<file path="src/rtl/riscv_ctrl_pkg.sv">
// Shared encodings for the multi-cycle RV32I-subset controller:
// opcodes, function fields, ALU codes, mux selects and FSM states.
package riscv_ctrl_pkg;

  localparam logic [6:0] OP_R      = 7'b0110011;
  localparam logic [6:0] OP_LOAD   = 7'b0000011;
  localparam logic [6:0] OP_STORE  = 7'b0100011;
  localparam logic [6:0] OP_BRANCH = 7'b1100011;

  localparam logic [2:0] F3_ADD_SUB = 3'b000;
  localparam logic [2:0] F3_OR      = 3'b110;
  localparam logic [2:0] F3_AND     = 3'b111;
  localparam logic [2:0] F3_WORD    = 3'b010;
  localparam logic [2:0] F3_BEQ     = 3'b000;

  localparam logic [6:0] F7_BASE = 7'b0000000;
  localparam logic [6:0] F7_SUB  = 7'b0100000;

  localparam logic [3:0] ALU_AND = 4'b0000;
  localparam logic [3:0] ALU_OR  = 4'b0001;
  localparam logic [3:0] ALU_ADD = 4'b0010;
  localparam logic [3:0] ALU_SUB = 4'b0110;

  localparam logic [1:0] SRCA_PC    = 2'b00;
  localparam logic [1:0] SRCA_REG   = 2'b01;
  localparam logic [1:0] SRCA_OLDPC = 2'b10;

  localparam logic [1:0] SRCB_REG  = 2'b00;
  localparam logic [1:0] SRCB_FOUR = 2'b01;
  localparam logic [1:0] SRCB_IMM  = 2'b10;

  typedef enum logic [3:0] {
    StRstIdle = 4'd0,
    StFetch   = 4'd1,
    StDecode  = 4'd2,
    StExecR   = 4'd3,
    StRWb     = 4'd4,
    StAddr    = 4'd5,
    StMemRd   = 4'd6,
    StLoadWb  = 4'd7,
    StMemWr   = 4'd8,
    StBranch  = 4'd9,
    StHalt    = 4'd10
  } state_e;

endpackage

</file>
<file path="src/rtl/alu_decode.sv">
// R-type function decode: maps funct7/funct3 to an ALU operation and
// reports whether the combination is one of the supported R-type ops.
module alu_decode
  import riscv_ctrl_pkg::*;
(
  input  logic [6:0] funct7,
  input  logic [2:0] funct3,
  output logic [3:0] aluctrl,
  output logic       r_legal
);

  always_comb begin
    aluctrl = ALU_ADD;
    r_legal = 1'b0;
    case (funct3)
      F3_ADD_SUB: begin
        if (funct7 == F7_BASE) begin
          aluctrl = ALU_ADD;
          r_legal = 1'b1;
        end else if (funct7 == F7_SUB) begin
          aluctrl = ALU_SUB;
          r_legal = 1'b1;
        end
      end
      F3_OR: begin
        aluctrl = ALU_OR;
        r_legal = (funct7 == F7_BASE);
      end
      F3_AND: begin
        aluctrl = ALU_AND;
        r_legal = (funct7 == F7_BASE);
      end
      default: begin
        aluctrl = ALU_ADD;
        r_legal = 1'b0;
      end
    endcase
  end

endmodule

</file>
<file path="src/rtl/multicycle_control.sv">
// Multi-cycle control FSM for a shared-ALU, single-memory RV32I-subset core
// (add, sub, and, or, lw, sw, beq) with a variable-latency memory handshake.
module multicycle_control
  import riscv_ctrl_pkg::*;
(
  input  logic        clk,
  input  logic        rst_n,
  input  logic [31:0] instr,
  input  logic        zero,
  input  logic        mem_ready,
  output logic        memread,
  output logic        memwrite,
  output logic        iord,
  output logic        irwrite,
  output logic        pc_we,
  output logic        pcsource,
  output logic [1:0]  alusrca,
  output logic [1:0]  alusrcb,
  output logic [3:0]  aluctrl,
  output logic        regwrite,
  output logic        memtoreg,
  output logic        retire,
  output logic        illegal,
  output logic [3:0]  state
);

  state_e     state_q, state_d;
  logic       illegal_q, illegal_d;
  logic [6:0] opcode;
  logic [2:0] funct3;
  logic [6:0] funct7;
  logic [3:0] r_aluctrl;
  logic       r_legal;
  logic       unused_instr_bits;

  assign opcode = instr[6:0];
  assign funct3 = instr[14:12];
  assign funct7 = instr[31:25];
  // Register/immediate fields belong to the datapath, not the controller.
  assign unused_instr_bits = ^{instr[24:15], instr[11:7]};

  alu_decode u_alu_decode (
    .funct7  (funct7),
    .funct3  (funct3),
    .aluctrl (r_aluctrl),
    .r_legal (r_legal)
  );

  always_comb begin
    state_d   = state_q;
    illegal_d = illegal_q;
    case (state_q)
      StRstIdle: state_d = StFetch;
      StFetch:   if (mem_ready) state_d = StDecode;
      StDecode: begin
        if (opcode == OP_R && r_legal) begin
          state_d = StExecR;
        end else if ((opcode == OP_LOAD || opcode == OP_STORE) && funct3 == F3_WORD) begin
          state_d = StAddr;
        end else if (opcode == OP_BRANCH && funct3 == F3_BEQ) begin
          state_d = StBranch;
        end else begin
          state_d   = StHalt;
          illegal_d = 1'b1;
        end
      end
      StExecR:  state_d = StRWb;
      StRWb:    state_d = StFetch;
      StAddr:   state_d = (opcode == OP_LOAD) ? StMemRd : StMemWr;
      StMemRd:  if (mem_ready) state_d = StLoadWb;
      StLoadWb: state_d = StFetch;
      StMemWr:  if (mem_ready) state_d = StFetch;
      StBranch: state_d = StFetch;
      StHalt:   state_d = StHalt;
      default:  state_d = StRstIdle;
    endcase
  end

  always_ff @(posedge clk or negedge rst_n) begin
    if (!rst_n) begin
      state_q   <= StRstIdle;
      illegal_q <= 1'b0;
    end else begin
      state_q   <= state_d;
      illegal_q <= illegal_d;
    end
  end

  always_comb begin
    memread  = 1'b0;
    memwrite = 1'b0;
    iord     = 1'b0;
    irwrite  = 1'b0;
    pc_we    = 1'b0;
    pcsource = 1'b0;
    alusrca  = SRCA_PC;
    alusrcb  = SRCB_REG;
    aluctrl  = ALU_AND;
    regwrite = 1'b0;
    memtoreg = 1'b0;
    retire   = 1'b0;
    case (state_q)
      StFetch: begin
        memread = 1'b1;
        alusrca = SRCA_PC;
        alusrcb = SRCB_FOUR;
        aluctrl = ALU_ADD;
        irwrite = mem_ready;
        pc_we   = mem_ready;
      end
      StDecode: begin
        alusrca = SRCA_OLDPC;
        alusrcb = SRCB_IMM;
        aluctrl = ALU_ADD;
      end
      StExecR: begin
        alusrca = SRCA_REG;
        alusrcb = SRCB_REG;
        aluctrl = r_aluctrl;
      end
      StRWb: begin
        regwrite = 1'b1;
        retire   = 1'b1;
      end
      StAddr: begin
        alusrca = SRCA_REG;
        alusrcb = SRCB_IMM;
        aluctrl = ALU_ADD;
      end
      StMemRd: begin
        memread = 1'b1;
        iord    = 1'b1;
      end
      StLoadWb: begin
        regwrite = 1'b1;
        memtoreg = 1'b1;
        retire   = 1'b1;
      end
      StMemWr: begin
        memwrite = 1'b1;
        iord     = 1'b1;
        retire   = mem_ready;
      end
      StBranch: begin
        alusrca  = SRCA_REG;
        alusrcb  = SRCB_REG;
        aluctrl  = ALU_SUB;
        pcsource = 1'b1;
        pc_we    = zero;
        retire   = 1'b1;
      end
      default: ;
    endcase
  end

  assign illegal = illegal_q;
  assign state   = state_q;

endmodule

</file>
<file path="config.mk">
export PLATFORM = sky130hd
export DESIGN_NAME = multicycle_control
export DESIGN_NICKNAME = d
export VERILOG_FILES = /design/src/rtl/riscv_ctrl_pkg.sv /design/src/rtl/alu_decode.sv /design/src/rtl/multicycle_control.sv
export SDC_FILE = /design/constraint.sdc
export NUM_CORES = 1
export LEC_CHECK = 0
export ABC_CLOCK_PERIOD_IN_PS = 1600
export CORE_AREA = 4 4 41 43
export CTS_BUF_LIST = sky130_fd_sc_hd__clkbuf_8 sky130_fd_sc_hd__clkbuf_16
export DETAILED_ROUTE_END_ITERATION = 8
export DIE_AREA = 0 0 45 47
export DONT_BUFFER_PORTS = 1
export PLACE_DENSITY = 0.67
export SLEW_MARGIN = 20
export SYNTH_ARGS = -nofsm -noshare
export SYNTH_HDL_FRONTEND = slang
export SYNTH_SLANG_ARGS = --single-unit
</file>
<file path="constraint.sdc">
create_clock -name clk -period 1.6 [get_ports clk]
set_clock_uncertainty 0.05 [all_clocks]
set_input_delay 0.24 -clock clk [delete_from_list [all_inputs] [get_ports clk]]
set_output_delay 0.24 -clock clk [all_outputs]
set_load 0.05 [all_outputs]
</file>
==> flow_summary_export.csv, run 1 <==
group,metric,value,unit
clocking,htreeDepth,1,
synth,synth_cells,94,
synth,synth-seq-cells,5,
synth,synth_area_leader_cell,"dfrtp_1",
place,port_buffers,0,
synth,synth_edf_count,0,
synth,synthMostInstantiatedCell,"nor2_1",
clocking,cts.path.max_buffers,2,
clocking,numClockSinks,5,
run_status,firstError,"[ERROR DPL-0038] Utilization greater than 100%, impossible to legalize",
clocking,cts_resized,46,
synth,postSynth.asyncResetShare,1.000,
floorplan,io_pins,58,
synth,syn_nets,130,
synth,ys_seq_area_frac,0.1795,
floorplan,fp.dieW,45,um
floorplan,die_h,47,um
clocking,cts_root_buf,"clkbuf_8",
place,place.gp.congestion,0.8748,
synth,synth_cell_types,45,
synth,avgSynthCellArea,7.414,sq um
synth,yosysWarnings,0,
clocking,ctsHoldBuffers,1,
synth,synth_area_leaders,"dfrtp_1 (18%), nor3_1 (4.3%), o21ai_0 (4.3%)",
synth,yosys-top-cells-count,"nor2_1 (7), nand2_1 (6), nor3_1 (6), o21ai_0 (6)",
clocking,post_cts_buffers,18,
place,pre_cts_slack,-0.2025,ns
place,hpwl,2.545,mm
run_status,lastStage,"4_1_cts",
synth,synth-main-ff-cell,"dfrtp_1",
run_status,status,"did not finish",
synth,syn_area,696.9,sq um
synth,synth_top_cell_area_share,0.1795,
floorplan,rows,13,
clocking,cts-buffers-inserted,3,
floorplan,start_util,0.5356,
[kinds of logic after synthesis]
family	share of synthesized area
AND/OR/NAND/NOR	0.3770
flip-flops	0.1795
XOR/XNOR	0.01257
other	0.005381
AO/OA/AOI/OAI	0.3465
buffers and inverters	0.07898
[metrics by stage]
stage                     hold slack [ns]  cells  utilization  setup TNS, ns  cell area (sq um)
after floorplan                   -0.1056     94            -         -1.137              899.6
after global placement            -0.1055    134       0.9394        -0.1593               1222
after detailed placement          -0.1055    134       0.9394        -0.2442               1222
==> run 2: changes to the inputs <==
Settings changed: CORE_AREA 4 4 41 43 to 4 4 65 67, CTS_BUF_LIST sky130_fd_sc_hd__clkbuf_8 sky130_fd_sc_hd__clkbuf_16 to default, DIE_AREA 0 0 45 47 to 0 0 69 71, PLACE_DENSITY 0.67 to default, PLACE_DENSITY_LB_ADDON from default to 0.15.
==> flow_summary_export.csv, run 2 <==
group,metric,value,unit
run_status,status,"finished with violations",
run_status,violations,"negative setup slack",
timing,setup_viol,15,
synth,synth_area_leaders,"dfrtp_1 (18%), nor3_1 (4.3%), o21ai_0 (4.3%)",
synth,synth_cell_types,45,
critical_path,r2r_setup_slack,0.03,ns
timing,clock.fmax,544.7,MHz
final_layout,finalNetCount,183,
floorplan,die_h,71,um
synth,synth-main-ff-cell,"dfrtp_1",
critical_path,cp-end-kind,"output pin",
clocking,clkSlewWorstSetupHoldPaths,0.03,ns
routing,wl_per_cell,14.96,um
routing,drt_wl_total,2.903,mm
routing,via_per_inst,4.892,
timing,drv_slew,0,
clocking,cts-buffers-inserted,3,
critical_path,startpoint,"state[3]",
critical_path,arrival,1.55,ns
routing,drt_iter0_markers,27,
synth,synth_top_cell_area_share,0.1795,
hold_path,min-delay-path-class,"in2reg",
synth,avgSynthCellArea,7.414,sq um
final_layout,layout_commonest_cell,"buf_4",
power,ir_worst_vdd,850.1,uV
floorplan,fp.dieW,69,um
final_layout,final_util,0.4411,
synth,synth_cells,94,
run,maxCapViolations,0,
power,finalPower,0.003758,W
critical_path,cp-start-kind,"flop",
place,placedInstanceArea,1279,sq um
floorplan,die_area,4899,sq um
floorplan,start_util,0.1918,
global_route,grt_first_pass_wirelength,4.671,mm
place,place.gp.congestion,0.8259,
critical_path,crit_type,"reg2out",
routing,antenna_left,0,
final_layout,antenna_cells,0,
global_route,track_usage,0.1139,
synth,synthMostInstantiatedCell,"nor2_1",
synth,postSynth.asyncResetShare,1.000,
clocking,numClockSinks,5,
global_route,grt_pass1_vias,979,
clocking,htreeDepth,1,
final_layout,n_fill_cell,369,
synth,synth-seq-cells,5,
power,p_leak,0.6206,nW
final_layout,final_cell_mix,"buf_4 (36), buf_12 (11), buf_6 (7)",
timing,fin_crit_sh,1.147,
timing,grt_setup_unrepaired,"yes",
floorplan,rows,22,
final_layout,fin_cells,194,
timing,post-route-min-period,1.836,ns
critical_path,crit_path_max_fanout,8,
clocking,cts.path.max_buffers,2,
synth,yosys-top-cells-count,"nor2_1 (7), nand2_1 (6), nor3_1 (6), o21ai_0 (6)",
synth,synth_edf_count,0,
final_layout,multi_input_area,747.0,sq um
synth,yosysWarnings,0,
floorplan,io_pins,58,
place,port_buffers,0,
clocking,tritoncts,"done",
place,hpwl,2.086,mm
place,dp_cells,169,
routing,vias,949,
global_route,antenna_found_initial,0,
final_layout,final_area,1603,sq um
global_route,grt_max_degree,11,
critical_path,regToRegEndpoint,"state[0]",
critical_path,r2r_start,"state[0]",
final_layout,syn_to_final_growth,130.0,%
timing,setup_ws,-0.2358,ns
critical_path,worst-r2r-cell-count,5,
floorplan,core-area,3633,sq um
routing,drc_errors,0,
final_layout,regArea,130.1,sq um
global_route,overflow,0,
synth,ys_seq_area_frac,0.1795,
critical_path,endpoint,"aluctrl[2]",
final_layout,largest_reg_flops,4,
routing,drt_pass1_iterations,6,
synth,syn_nets,130,
power,power_density,2345,nW/um^2
clocking,clk_latency,0.22,ns
clocking,cts_root_buf,"clkbuf_8",
critical_path,cp.required,1.31,ns
final_layout,layout-drive-gt1-share,0.7123,
timing,hold_viol,0,
synth,synth_area_leader_cell,"dfrtp_1",
synth,syn_area,696.9,sq um
[run 2: cell counts after synthesis]
Identical to the previous run, type by type.
[run 2: worst min-delay path by stage]
stage / slack (ns) / end / depth (start not counted) / startpoint
after floorplan: -0.11 / illegal / 0 / rst_n
after global placement: -0.11 / illegal / 0 / rst_n
after detailed placement: -0.11 / illegal / 0 / rst_n
after CTS: 0.21 / state[1] / 2 / mem_ready
after global routing: 0.23 / state[1] / 2 / mem_ready
final: 0.24 / state[1] / 2 / mem_ready
[run 2: what timing repair did]
action | in CTS | in global routing
hold buffers | 1 | 0
buffers inserted | 15 | 5
resized for setup | 20 | 15
hold endpoints to repair | 5 | 0
pin swaps | 11 | 7
setup endpoints to repair | 16 | 17
[run 2: kinds of logic after synthesis]
| logic type | synth area share |
|---|---|
| and+or+nand+nor | 0.3770 |
| AOI/OAI and AO/OA | 0.3465 |
| buffers and inverters | 0.07898 |
| DFF | 0.1795 |
| xor gates and xnor gates | 0.01257 |
| other | 0.005381 |
[run 2: metrics by stage]
stage | hold WS, ns | setup WS [ns] | setup TNS (ns)
after floorplan | -0.1056 | -0.2768 | -1.137
after global placement | -0.1055 | -0.1445 | -0.1755
after detailed placement | -0.1055 | -0.1361 | -0.1420
after CTS | 0.2057 | -0.1984 | -1.859
after global routing | 0.2317 | -0.2950 | -2.506
final | 0.2398 | -0.2358 | -1.637
[run 2: final cells by class]
cell class              count  share of cell area
flip-flops and latches      5             0.08119
multi-input cells          77              0.4660
clock buffers               4             0.02810
well taps                  48             0.03747
repair buffers             56              0.3708
inverters                   4             0.01639
[run 2: report_power, final]
part           switching (W)  internal (W)
logic                0.00176       0.00147
clock network      0.0000563      0.000171
registers           0.000115      0.000183
total                0.00194       0.00182
[run 2: routing by layer]
layer	track usage	part of all wire
met1	0.1328	0.40
met2	0.1939	0.51
met3	0.04403	0.082
met4	0.03254	0
met5	0	0
[run 2: worst max-delay path, cell delays in order (launching register included)]
cell and delay, ns:
dfrtp_2 0.45, nand3b_1 0.20, nor3_2 0.17, a22oi_2 0.10, nor3b_4 0.24, buf_12 0.16
No activity file was read; power rests on OpenSTA's default activity.
==> run 3: changes to the inputs <==
Settings changed: HOLD_SLACK_MARGIN from default to 0.08.
==> results of run 3 <==
Same layout as run 2: the final DEF is identical, and so are final timing and power.
==> run 4: changes to the inputs <==
Settings changed: GPL_ROUTABILITY_DRIVEN from default to 0, SETUP_SLACK_MARGIN from default to 0.2.
==> flow_summary_export.csv, run 4 (synthesis gave the netlist of run 2 again) <==
group,metric,value,unit
run_status,status,"finished with violations",
timing,setup_tns,-1.970,ns
final_layout,syn_to_final_growth,161.0,%
clocking,cts-buffers-inserted,3,
critical_path,startpoint,"state[1]",
global_route,grt_first_pass_wirelength,4.988,mm
place,pre_cts_slack,-0.1494,ns
critical_path,path_depth,4,
final_layout,largest_reg_flops,4,
critical_path,crit_chain,"buf_6 > or3b_4 > a21oi_4 > buf_12",
final_layout,final_util,0.5007,
clocking,numClockSinks,5,
floorplan,start_util,0.1918,
floorplan,io_pins,58,
timing,grt_setup_unrepaired,"yes",
global_route,track_usage,0.1203,
run,maxCapViolations,0,
global_route,overflow,0,
power,p_clk_frac,0.052,
power,switchingPower,0.002124,W
global_route,grt_pass1_vias,1038,
timing,setup_viol,17,
floorplan,core-area,3633,sq um
critical_path,crit_buf_inv,2,
clocking,cts.path.max_buffers,2,
routing,drt_iter0_markers,23,
critical_path,crit_path_max_fanout,5,
critical_path,crit_type,"reg2out",
floorplan,die_area,4899,sq um
hold_path,hold_depth,2,
final_layout,final_cell_mix,"buf_4 (33), buf_6 (16), buf_12 (13)",
floorplan,rows,22,
final_layout,antenna_cells,0,
place,hpwl,2.151,mm
place,dp_cells,173,
power,p_leak,0.6937,nW
timing,drv_slew,0,
critical_path,regToRegEndpoint,"illegal",
global_route,grt_max_degree,10,
timing,clock.fmax,559.4,MHz
timing,post-route-min-period,1.788,ns
power,netSwitchingFraction,0.4932,
final_layout,layout_commonest_cell,"buf_4",
final_layout,fin_cells,203,
critical_path,worst-r2r-cell-count,8,
clocking,clk_latency,0.21,ns
critical_path,r2r_setup_slack,-0.02,ns
routing,wl_per_cell,14.37,um
run_status,violations,"negative setup slack",
clocking,tritoncts,"done",
timing,hold_viol,0,
critical_path,r2r_start,"state[3]",
routing,drt_wl_total,2.917,mm
floorplan,fp.dieW,69,um
final_layout,layout-drive-gt1-share,0.7613,
critical_path,cp-end-kind,"output pin",
timing,slew_headroom,0.5877,
routing,vias,986,
timing,fin_crit_sh,1.117,
power,p_int,0.002182,W
critical_path,crit_family,"flip-flops",
routing,drc_errors,0,
critical_path,cp-start-kind,"flop",
clocking,clkSlewWorstSetupHoldPaths,0.03,ns
timing,tightest_slew,0.6128,ns
place,port_buffers,0,
clocking,cts_root_buf,"clkbuf_8",
critical_path,cp_slowest_cell,"dfrtp_2",
routing,via_per_inst,4.857,
power,power_density,2367,nW/um^2
hold_path,min-delay-path-class,"in2reg",
routing,antenna_left,0,
power,ir_worst_vdd,1213,uV
floorplan,die_h,71,um
clocking,htreeDepth,1,
critical_path,slowest_delay,0.41,ns
power,p_comb_frac,0.882,
timing,setup_ws,-0.1876,ns
critical_path,arrival,1.50,ns
critical_path,cp.required,1.31,ns
critical_path,endpoint,"iord",
routing,drt_pass1_iterations,5,
power,power_frac_seq,0.066,
final_layout,finalNetCount,192,
global_route,antenna_found_initial,0,
## run 4: final cells by class
class | count | area (sq um)
clock buffer | 4 | 45.04
fill | 339 | 1814
inverter | 4 | 27.53
multi-input combinational | 77 | 828.3
sequential | 5 | 130.1
tap | 48 | 60.06
timing repair buffer | 65 | 728.2
## run 4: power groups by stage
| stage | registers [W] | clock network, W | logic (W) |
|---|---|---|---|
| after global placement | 0.000342 | 0 | 0.00271 |
| after detailed placement | 0.000344 | 0 | 0.00272 |
| after CTS | 0.000279 | 0.000233 | 0.00354 |
| after floorplan | 0.000395 | 0 | 0.00174 |
| after global routing | 0.000290 | 0.000250 | 0.00400 |
| final | 0.000282 | 0.000226 | 0.00380 |
## run 4: worst reg2reg max path, cell delays in order, from the launching register on
cell and delay (ns):
dfrtp_2 0.44, buf_4 0.18, nor2_4 0.05, buf_6 0.12, nand2_8 0.11, clkinvlp_4 0.12, buf_4 0.14, buf_4 0.12
a31o_1 0.20
## run 4: per-layer routing
metal  share of wire  GRT usage  vias up
met2            0.52     0.2235       37
met4               0    0.01952        0
met3           0.069    0.02415        0
met5               0          0        -
li1                -          -      483
met1            0.41     0.1445      466
## run 4: through the flow
stage          cell area (sq um)  hold WS (ns)  total power [W]
2_1_floorplan              930.9       -0.1056         0.002140
4_1_cts                     1703        0.2357         0.004056
6_report                    1819        0.2496         0.004306
5_1_grt                     1819        0.2485         0.004535
3_5_place_dp                1341       -0.1055         0.003065
3_3_place_gp                1341       -0.1055         0.003053
## run 4: worst min-delay path by stage
stage,end,from,slack (ns)
after floorplan,illegal,rst_n,-0.11
after global placement,state[3],rst_n,-0.11
after detailed placement,state[1],rst_n,-0.11
after CTS,state[1],mem_ready,0.24
after global routing,state[3],instr[4],0.25
final,state[3],instr[4],0.25
## run 4: timing repair
item                                    4_1_cts  5_1_grt
buffers inserted                             17        8
endpoints found under the hold margin         5        0
hold buffers                                  1        0
pin swaps                                    19       21
endpoints found under the setup margin       19       21
gates resized for setup                      40       14
